`src/rtl/motion_pkg.sv`:
```
// Shared constants and helpers for the 1-D motion integrator.
// Boundary mode encodings and a width-generic saturating negate.
package motion_pkg;

    localparam logic [1:0] MODE_FREE   = 2'd0;
    localparam logic [1:0] MODE_CLAMP  = 2'd1;
    localparam logic [1:0] MODE_BOUNCE = 2'd2;

    // Working width for sat_neg; callers sign-extend into it and truncate back.
    localparam int SAT_W = 64;

    // Negate a w-bit signed value carried in SAT_W bits; the most negative
    // w-bit value maps to the most positive instead of wrapping onto itself.
    function automatic logic signed [SAT_W-1:0] sat_neg(
        input logic signed [SAT_W-1:0] x,
        input int unsigned             w
    );
        logic signed [SAT_W-1:0] mn;
        mn = -(64'sd1 <<< (w - 1));
        if (x == mn)
            sat_neg = -mn - 64'sd1;
        else
            sat_neg = -x;
    endfunction

endpackage

```
`src/rtl/motion_integrator_sat_add.sv`:
```
// Signed saturating adder: clips to the representable range instead of
// wrapping. Used for both the velocity and the position update.
module sat_add #(
    parameter int W = 32
) (
    input  logic signed [W-1:0] a_i,
    input  logic signed [W-1:0] b_i,
    output logic signed [W-1:0] sum_o
);

    localparam logic signed [W-1:0] SMAX = {1'b0, {(W-1){1'b1}}};
    localparam logic signed [W-1:0] SMIN = {1'b1, {(W-1){1'b0}}};

    logic [W:0] full;

    assign full = {a_i[W-1], a_i} + {b_i[W-1], b_i};

    // The two top bits of the extended sum disagree exactly on overflow.
    always_comb begin
        sum_o = full[W-1:0];
        if (full[W] != full[W-1])
            sum_o = full[W] ? SMIN : SMAX;
    end

endmodule

```
`src/rtl/motion_integrator.sv`:
```
// Fixed-point 1-D motion integrator (semi-implicit Euler) with free, clamp
// or bounce handling at the position bounds. MOTION_BOUNCE_DAMP_EN enables
// damped bounces.
module motion_integrator
    import motion_pkg::*;
#(
    parameter int DATA_W     = 32,
    parameter int FRAC_BITS  = 8,
    parameter int LOAD_W     = 10,
    parameter int POS_MIN    = 0,
    parameter int POS_MAX    = 100,
    parameter int POS_INIT   = 50,
    parameter int VEL_INIT   = 0,
    parameter int DAMP_SHIFT = 2
) (
    input  logic              CLK,
    input  logic              i_rst_n,
    input  logic              i_load,
    input  logic [LOAD_W-1:0] i_load_pos,
    input  logic              i_snap_min,
    input  logic              i_snap_max,
    input  logic              i_step,
    input  logic [DATA_W-1:0] i_accel,
    input  logic [1:0]        i_mode,
    output logic [DATA_W-1:0] o_pos,
    output logic [DATA_W-1:0] o_vel,
    output logic              o_valid,
    output logic              o_hit_min,
    output logic              o_hit_max
);

`ifdef MOTION_BOUNCE_DAMP_EN
    localparam bit DAMP_EN = 1'b1;
`else
    localparam bit DAMP_EN = 1'b0;
`endif

    localparam logic signed [DATA_W-1:0] MINF  = DATA_W'(POS_MIN) << FRAC_BITS;
    localparam logic signed [DATA_W-1:0] MAXF  = DATA_W'(POS_MAX) << FRAC_BITS;
    localparam logic signed [DATA_W-1:0] PINIT = DATA_W'(POS_INIT) << FRAC_BITS;
    localparam logic signed [DATA_W-1:0] VINIT = DATA_W'(VEL_INIT);

    logic signed [DATA_W-1:0] pos_q, pos_d;
    logic signed [DATA_W-1:0] vel_q, vel_d;
    logic                     valid_q, valid_d;
    logic                     hmin_q, hmin_d;
    logic                     hmax_q, hmax_d;

    logic signed [DATA_W-1:0] v_nxt, p_nxt;
    logic signed [DATA_W-1:0] v_damp, v_bnc;
    logic signed [DATA_W-1:0] accel_s;

    assign accel_s = i_accel;

    sat_add #(.W(DATA_W)) u_vel_add (
        .a_i   (vel_q),
        .b_i   (accel_s),
        .sum_o (v_nxt)
    );

    // Position integrates the freshly updated velocity (semi-implicit).
    sat_add #(.W(DATA_W)) u_pos_add (
        .a_i   (pos_q),
        .b_i   (v_nxt),
        .sum_o (p_nxt)
    );

    // v - (v >>> k) moves toward zero, so it cannot overflow itself.
    assign v_damp = v_nxt - (v_nxt >>> DAMP_SHIFT);
    assign v_bnc  = DATA_W'(sat_neg(SAT_W'(DAMP_EN ? v_damp : v_nxt), DATA_W));

    always_comb begin
        pos_d   = pos_q;
        vel_d   = vel_q;
        valid_d = 1'b0;
        hmin_d  = 1'b0;
        hmax_d  = 1'b0;
        if (i_load) begin
            pos_d = DATA_W'(i_load_pos) << FRAC_BITS;
            vel_d = '0;
        end else if (i_snap_min) begin
            pos_d = MINF;
            vel_d = '0;
        end else if (i_snap_max) begin
            pos_d = MAXF;
            vel_d = '0;
        end else if (i_step) begin
            valid_d = 1'b1;
            pos_d   = p_nxt;
            vel_d   = v_nxt;
            if (i_mode != MODE_FREE) begin
                if (p_nxt < MINF) begin
                    pos_d  = MINF;
                    hmin_d = 1'b1;
                    vel_d  = (i_mode == MODE_BOUNCE) ? v_bnc : '0;
                end else if (p_nxt > MAXF) begin
                    pos_d  = MAXF;
                    hmax_d = 1'b1;
                    vel_d  = (i_mode == MODE_BOUNCE) ? v_bnc : '0;
                end
            end
        end
    end

    always_ff @(posedge CLK or negedge i_rst_n) begin
        if (!i_rst_n) begin
            pos_q   <= PINIT;
            vel_q   <= VINIT;
            valid_q <= 1'b0;
            hmin_q  <= 1'b0;
            hmax_q  <= 1'b0;
        end else begin
            pos_q   <= pos_d;
            vel_q   <= vel_d;
            valid_q <= valid_d;
            hmin_q  <= hmin_d;
            hmax_q  <= hmax_d;
        end
    end

    assign o_pos     = pos_q >>> FRAC_BITS;
    assign o_vel     = vel_q;
    assign o_valid   = valid_q;
    assign o_hit_min = hmin_q;
    assign o_hit_max = hmax_q;

endmodule

```
`config.mk`:
```
export PLATFORM = sky130hd
export DESIGN_NAME = motion_integrator
export DESIGN_NICKNAME = d
export VERILOG_FILES = /design/src/rtl/motion_pkg.sv /design/src/rtl/motion_integrator_sat_add.sv /design/src/rtl/motion_integrator.sv
export SDC_FILE = /design/constraint.sdc
export NUM_CORES = 1
export LEC_CHECK = 0
export CAP_MARGIN = 20
export CORE_MARGIN = 2
export CORE_UTILIZATION = 33
export DETAILED_ROUTE_END_ITERATION = 10
export PLACE_DENSITY_LB_ADDON = 0.3
export SLEW_MARGIN = 5
export SYNTH_ARGS = -nofsm -noshare
export SYNTH_HDL_FRONTEND = slang
export SYNTH_SLANG_ARGS = --single-unit
```
`constraint.sdc`:
```
create_clock -name CLK -period 10 [get_ports CLK]
set_input_delay 1.5 -clock CLK [delete_from_list [all_inputs] [get_ports CLK]]
set_output_delay 1.5 -clock CLK [all_outputs]
set_load 0.02 [all_outputs]
```
Yosys cells after proc, flatten, opt, wreduce, memory -nomap -nowiden
Cells that the tools add are included.
{"block": "word_totals", "ff_bits": 67, "input_bits": 50, "output_inout_bits": 67, "word_cells": 53}
{"block": "classes", "addsub": 3, "order_cmp": 2, "eq_ne": 4, "n_mux": 37, "reduce_logical": 2}
{"cell": "$mux W32", "count": 20}
{"cell": "$add A32 B32 Y33", "count": 2}
{"cell": "$eq A32 B32 Y1 const B", "count": 1}
{"cell": "$gt A32 B16 Y1 const B", "count": 1}
{"cell": "$lt A32 B1 Y1 const B", "count": 1}
{"cell": "$neg A32 Y32", "count": 1}
{"cell": "$mux W1", "count": 17}
{"cell": "$reduce_bool A4 Y1", "count": 1}
{"cell": "$eq A2 B2 Y1 const B", "count": 1}
{"cell": "$ne A1 B1 Y1", "count": 2}
{"cell": "$reduce_bool A2 Y1", "count": 1}

Longest topological paths before layout
{"block": "logic_depth", "depth_word": 14, "ltp_mapped": 35, "mapped_depth_nobuf": 33}

Cells and area by module
From an unflattened synthesis, not the netlist that was laid out.
{"block": "hier_totals", "hier_cells": 1078, "area_unflattened_um2": 8281.7}
{"mod": "motion_integrator", "n_inst": 1, "cells_per_inst": 473, "area_per_inst_um2": 4006.3, "seq_area_each_um2": 1680.4}
{"mod": "sat_add at u_pos_add", "n_inst": 1, "cells_per_inst": 312, "area_per_inst_um2": 2249.7, "seq_area_each_um2": 0.0}
{"mod": "sat_add at u_vel_add", "n_inst": 1, "cells_per_inst": 293, "area_per_inst_um2": 2025.7, "seq_area_each_um2": 0.0}

Worst setup path after synthesis
No wires, ideal clock.
{"block": "synth_path", "path_kind": "input port to flip-flop", "from": "in i_accel[0]", "to": "reg vel_q[24] (netlist: o_vel[24])", "setup_time_ns": 0.122, "arrival_ns": 8.469, "required_time_ns": 9.878, "slack_ns": 1.409, "path_stages": 32, "cell_sequence": "ha_1 fa_1 a211oi_1 o31ai_2 o2111ai_1 nand3b_2 a211oi_4 o31ai_4 clkbuf_1 buf_2 buf_2 maj3_1 ha_1 a21o_1 o21bai_1 a221oi_1 o31ai_1 a41oi_1 or2_2 ha_1 inv_1 nor2_1 or4_1 nor4_1 and4b_1 nand4_1 o211ai_1 nand2_4 and2_4 buf_6 a21o_1 a32o_1"}
{"block": "synth_between", "elab_chain_cells": 14, "elab_cells_between_ends": 21, "classes_between": "3 x add/sub; 2 x order compare; 3 x eq/ne; 13 x mux"}
{"item": "from (decl)", "line_no": "motion_integrator.sv:23", "source": "input logic [DATA_W-1:0] i_accel,"}
{"item": "$add A32 B32 Y33 *", "line_no": "motion_integrator_sat_add.sv:16", "source": "assign full = {a_i[W-1], a_i} + {b_i[W-1], b_i};"}
{"item": "$mux W32 / $ne A1 B1 Y1 (equally long branches)", "line_no": "motion_integrator_sat_add.sv:22, motion_integrator_sat_add.sv:21"}
{"item": "$mux W32 *", "line_no": "motion_integrator_sat_add.sv:21", "source": "if (full[W] != full[W-1])"}
{"item": "$add A32 B32 Y33", "line_no": "motion_integrator_sat_add.sv:16"}
{"item": "$mux W32 / $ne A1 B1 Y1 (equally long branches)", "line_no": "motion_integrator_sat_add.sv:22, motion_integrator_sat_add.sv:21"}
{"item": "$mux W32", "line_no": "motion_integrator_sat_add.sv:21"}
{"item": "$gt A32 B16 Y1", "line_no": "motion_integrator.sv:96", "source": "end else if (p_nxt > MAXF) begin"}
{"item": "$mux W32", "line_no": "motion_integrator.sv:96"}
{"item": "$mux W32", "line_no": "motion_integrator.sv:92", "source": "if (p_nxt < MINF) begin"}
{"item": "$mux W32 *", "line_no": "motion_integrator.sv:91", "source": "if (i_mode != MODE_FREE) begin"}
{"item": "$mux W32 *", "line_no": "motion_integrator.sv:87", "source": "end else if (i_step) begin"}
{"item": "$mux W32 *", "line_no": "motion_integrator.sv:84", "source": "end else if (i_snap_max) begin"}
{"item": "$mux W32 *", "line_no": "motion_integrator.sv:81", "source": "end else if (i_snap_min) begin"}
{"item": "$mux W32 *", "line_no": "motion_integrator.sv:78", "source": "if (i_load) begin"}
{"item": "to (signal assigned)", "line_no": "motion_integrator.sv:114", "source": "vel_q <= vel_d;"}
{"item": "to (decl)", "line_no": "motion_integrator.sv:44", "source": "logic signed [DATA_W-1:0] vel_q, vel_d;"}
Mark *: on every way between the ends. The rest lies on a longest branch, timed or not. The select of a mux whose other input is x is not followed.
A chain may end at the register's enable or synchronous reset.

Worst setup path after layout
{"block": "layout_path", "from": "in i_accel[0]", "to": "reg pos_q[16]"}
{"block": "layout_between", "elab_chain_cells": 14, "elab_cells_between_ends": 17, "classes_between": "2 x add/sub; 2 x order compare; 2 x eq/ne; 11 x mux"}
{"item": "$add A32 B32 Y33 *", "line_no": "motion_integrator_sat_add.sv:16"}
{"item": "$mux W32 / $ne A1 B1 Y1 (equally long branches)", "line_no": "motion_integrator_sat_add.sv:22, motion_integrator_sat_add.sv:21"}
{"item": "$mux W32 *", "line_no": "motion_integrator_sat_add.sv:21"}
{"item": "$add A32 B32 Y33 *", "line_no": "motion_integrator_sat_add.sv:16"}
{"item": "$mux W32 / $ne A1 B1 Y1 (equally long branches)", "line_no": "motion_integrator_sat_add.sv:22, motion_integrator_sat_add.sv:21"}
{"item": "$mux W32 *", "line_no": "motion_integrator_sat_add.sv:21"}
{"item": "$gt A32 B16 Y1", "line_no": "motion_integrator.sv:96"}
{"item": "$mux W32", "line_no": "motion_integrator.sv:96"}
{"item": "$mux W32", "line_no": "motion_integrator.sv:92"}
{"item": "$mux W32 *", "line_no": "motion_integrator.sv:91"}
{"item": "$mux W32 *", "line_no": "motion_integrator.sv:87"}
{"item": "$mux W32 *", "line_no": "motion_integrator.sv:84"}
{"item": "$mux W32 *", "line_no": "motion_integrator.sv:81"}
{"item": "$mux W32 *", "line_no": "motion_integrator.sv:78"}
{"item": "to (signal assigned)", "line_no": "motion_integrator.sv:113", "source": "pos_q <= pos_d;"}
{"item": "to (decl)", "line_no": "motion_integrator.sv:43", "source": "logic signed [DATA_W-1:0] pos_q, pos_d;"}
Marks and branches as above.

==> summary.txt <==
Setup crit end kind -> register
P&R area growth vs syn -> 21.1%
Min Tclk post-route -> 9.39 ns
Power Density -> 105 nW/um^2
Worst setup margin -> 0.607 ns
DR DRC count -> 0
Arrival time at the worst endpoint -> 9.65 ns
Worst-Skew Late Latency -> 0.36 ns
Top cells by count, synth -> nand2_1, a21oi_1, o21ai_0
DP Worst Slack -> 0.157 ns
Worst VDD drop -> 0.0000907 V
Clock Root Buffer -> clkbuf_16
Port buffer count -> 116
Slew at the pin with the worst max-slew slack -> 0.947 ns
Initial DRC Count -> 1118
Count leader, synth -> nand2_1
Final ANT Viol Nets -> 0
Yosys top cell area share -> 0.173
Max-cap check violation count -> 0
Inserted Diodes -> 0
Starting Density -> 0.334
CTS Sinks -> 67
Startpoint types -> primary input
Clk pin slew, worst setup/hold paths -> 0.06 ns
Yosys warning total -> 0
Min-delay src -> pos_q[5]
I/O pin count -> 117
Die span in x -> 171 um
Vias per cell -> 6.00
Final wirelength -> 36.1 mm
Worst R2R Start -> o_vel[16]
Routed wire per std cell -> 20.8 um
Top_reg_cell synth -> dfrtp_1
Final Cycle Share -> 0.939
Ys async rst share -> 1.00
Initial antenna violation count -> 0
Post-synthesis xor/xnor area fraction -> 0.0359
Main combinational cell family by area after synthesis -> compound AO/OA/AOI/OAI gates
Synth cell types -> 105
Setup TNS Final -> 0 ns
Crit path launch -> i_accel[0]
GRT Total Usage -> 0.244
Total core area -> 27700 um^2
CTS tree -> built
Fmax -> 106 MHz
Pleak -> 0.00464 uW
Most area-consuming cells after synthesis -> dfrtp_1, ha_1, a21oi_1, o21ai_0, nand2_1
Setup Skew -> 0.00977 ns
Via Count -> 10397
Run status -> finished clean
Vias in the first global route -> 9870
Cell taking the most area after synthesis -> dfrtp_1
Final-report max-slew violation count -> 0
Final hold violation count -> 0
Nets@finish -> 1467
Post-synthesis cell area -> 9240 um^2
Full die area -> 29400 um^2
Grt total ovfl -> 0
Num CTS Buffers -> 9
Hpwl dp -> 28.3 mm
Crit path kind -> primary input to register
Adder-cell area share of the yosys netlist -> 0.114
Worst hold slack -> 0.506 ns
Mux share of post-synthesis cell area -> 0.0103
H-Tree Depth -> 3
Syn_nets -> 1374
Max Fanout on Critical Path -> 34
Pin count of the biggest net entering global routing -> 68
Post-synth EDFFs -> 0
Drt pass-1 iters -> 6
GP Congestion -> 0.959
Endpoints failing setup -> 0
FF+latch count, synth -> 67
Synth Area in Compound Gates -> 0.350
Layout cell share with drive strength beyond 1 -> 0.0938
Clock tree buffer depth -> 2
Syn Inst Count -> 1256
RSZ-0062 raised after global routing -> no
Row Count -> 61
Register area share after synthesis -> 0.182
Crit path required time -> 10.25 ns
Avg Inst Size Synth -> 7.36 um^2
Critical Path Max Stage Delay -> 0.48 ns
Die Ht -> 171 um
Synth Area in Simple Gates -> 0.237
Slew HR -> 0.368
Hold WC Path Type -> register to register
First-pass GRT wire length -> 55.5 mm
Slowest cell on crit path -> a2111oi_2
-- per-stage QoR --
stage	cells	power, uW	area [um^2]	utilization
6_report	1732	1180	11200	0.404
5_1_grt	1732	1230	11200	0.404
4_1_cts	1732	1170	11200	0.404
3_5_place_dp	1716	792	10800	0.391
3_3_place_gp	1716	794	10800	0.391
2_1_floorplan	1256	613	9240	-
-- logic make-up after synthesis --
group                      after synthesis
DFF                                     67
and+or+nand+nor                        447
buffers and inverters                  127
xor gates and xnor gates                37
adders and majority gates               87
muxes                                    9
AOI/OAI and AO/OA                      482
-- final timing paths --
path | to | slack, ns | cells past startpoint
max | pos_q[16] | 0.61 | 32
min | pos_q[5] | 0.51 | 2
max reg2reg | pos_q[16] | 1.75 | 32
min reg2reg | pos_q[5] | 0.51 | 2
max in group asynchronous | pos_q[6] | 8.13 | 1
min in group asynchronous | pos_q[19] | 1.26 | 1
-- placed cells by master (no fill, tap or decap), types with 9 or more instances in the layout --
| cell | instances |
|---|---|
| ha_1 | 66 |
| xor2_1 | 16 |
| o21a_1 | 14 |
| a32oi_1 | 9 |
| nor2_1 | 94 |
| a211o_1 | 10 |
| xnor2_1 | 20 |
| nand2b_1 | 16 |
| or3_1 | 9 |
| nor3_1 | 40 |
| nand4_1 | 23 |
| maj3_1 | 18 |
| a31oi_1 | 18 |
| a211oi_1 | 13 |
| and2_1 | 11 |
| nand2_1 | 147 |
| clkbuf_16 | 9 |
| nand3_1 | 31 |
| o21ai_0 | 114 |
| a21oi_1 | 118 |
| nor2b_1 | 12 |
| o21bai_1 | 10 |
| dfrtp_1 | 64 |
| o21ai_1 | 10 |
| or2_2 | 9 |
| o211ai_1 | 20 |
| buf_4 | 62 |
| a22o_1 | 10 |
| o31ai_1 | 9 |
| and3_1 | 12 |
| a21o_1 | 31 |
| clkdlybuf4s50_1 | 115 |
| inv_1 | 29 |
-- critical path, delay by kind of cell --
kind,cells,cell delay (ns)
XOR/XNOR,1,0.07
AND/OR/NAND/NOR,12,2.54
buffers and inverters,4,0.99
adder cells (fa/ha/maj),5,1.89
AO/OA/AOI/OAI,10,2.63
-- sequential cells by signal, indices dropped and copies added (netlist names) --
register and cells:
o_hit_max 1, o_vel 32, o_hit_min 1, o_valid 1, pos_q 32
-- per-layer routing --
layer  up-vias  share of wire  GRT usage
li1       4891              -          -
met5         -              0          0
met4         0          0.032     0.0903
met3        82          0.058     0.0251
met2       488           0.46      0.402
met1      4936           0.45      0.330
-- report_power, final --
group / switching [uW] / internal (uW)
sequential: 8.95 / 278
clock: 141 / 233
combinational: 322 / 195
total: 472 / 707
-- area by class of cell --
type	count	area, um^2
Clock buffer	11	253
Clock inverter	5	85.1
Fill cell	2900	16500
Inverter	30	113
Multi-Input combinational cell	1062	6930
Sequential cell	67	1680
Tap cell	378	473
Timing Repair Buffer	179	1660
-- repair_timing --
item                                    CTS  global route
hold buffers                              0             0
resized for setup                         0             3
setup buffers                             0             0
endpoints found under the setup margin    0            24
Power figures use the tool's default switching activity.
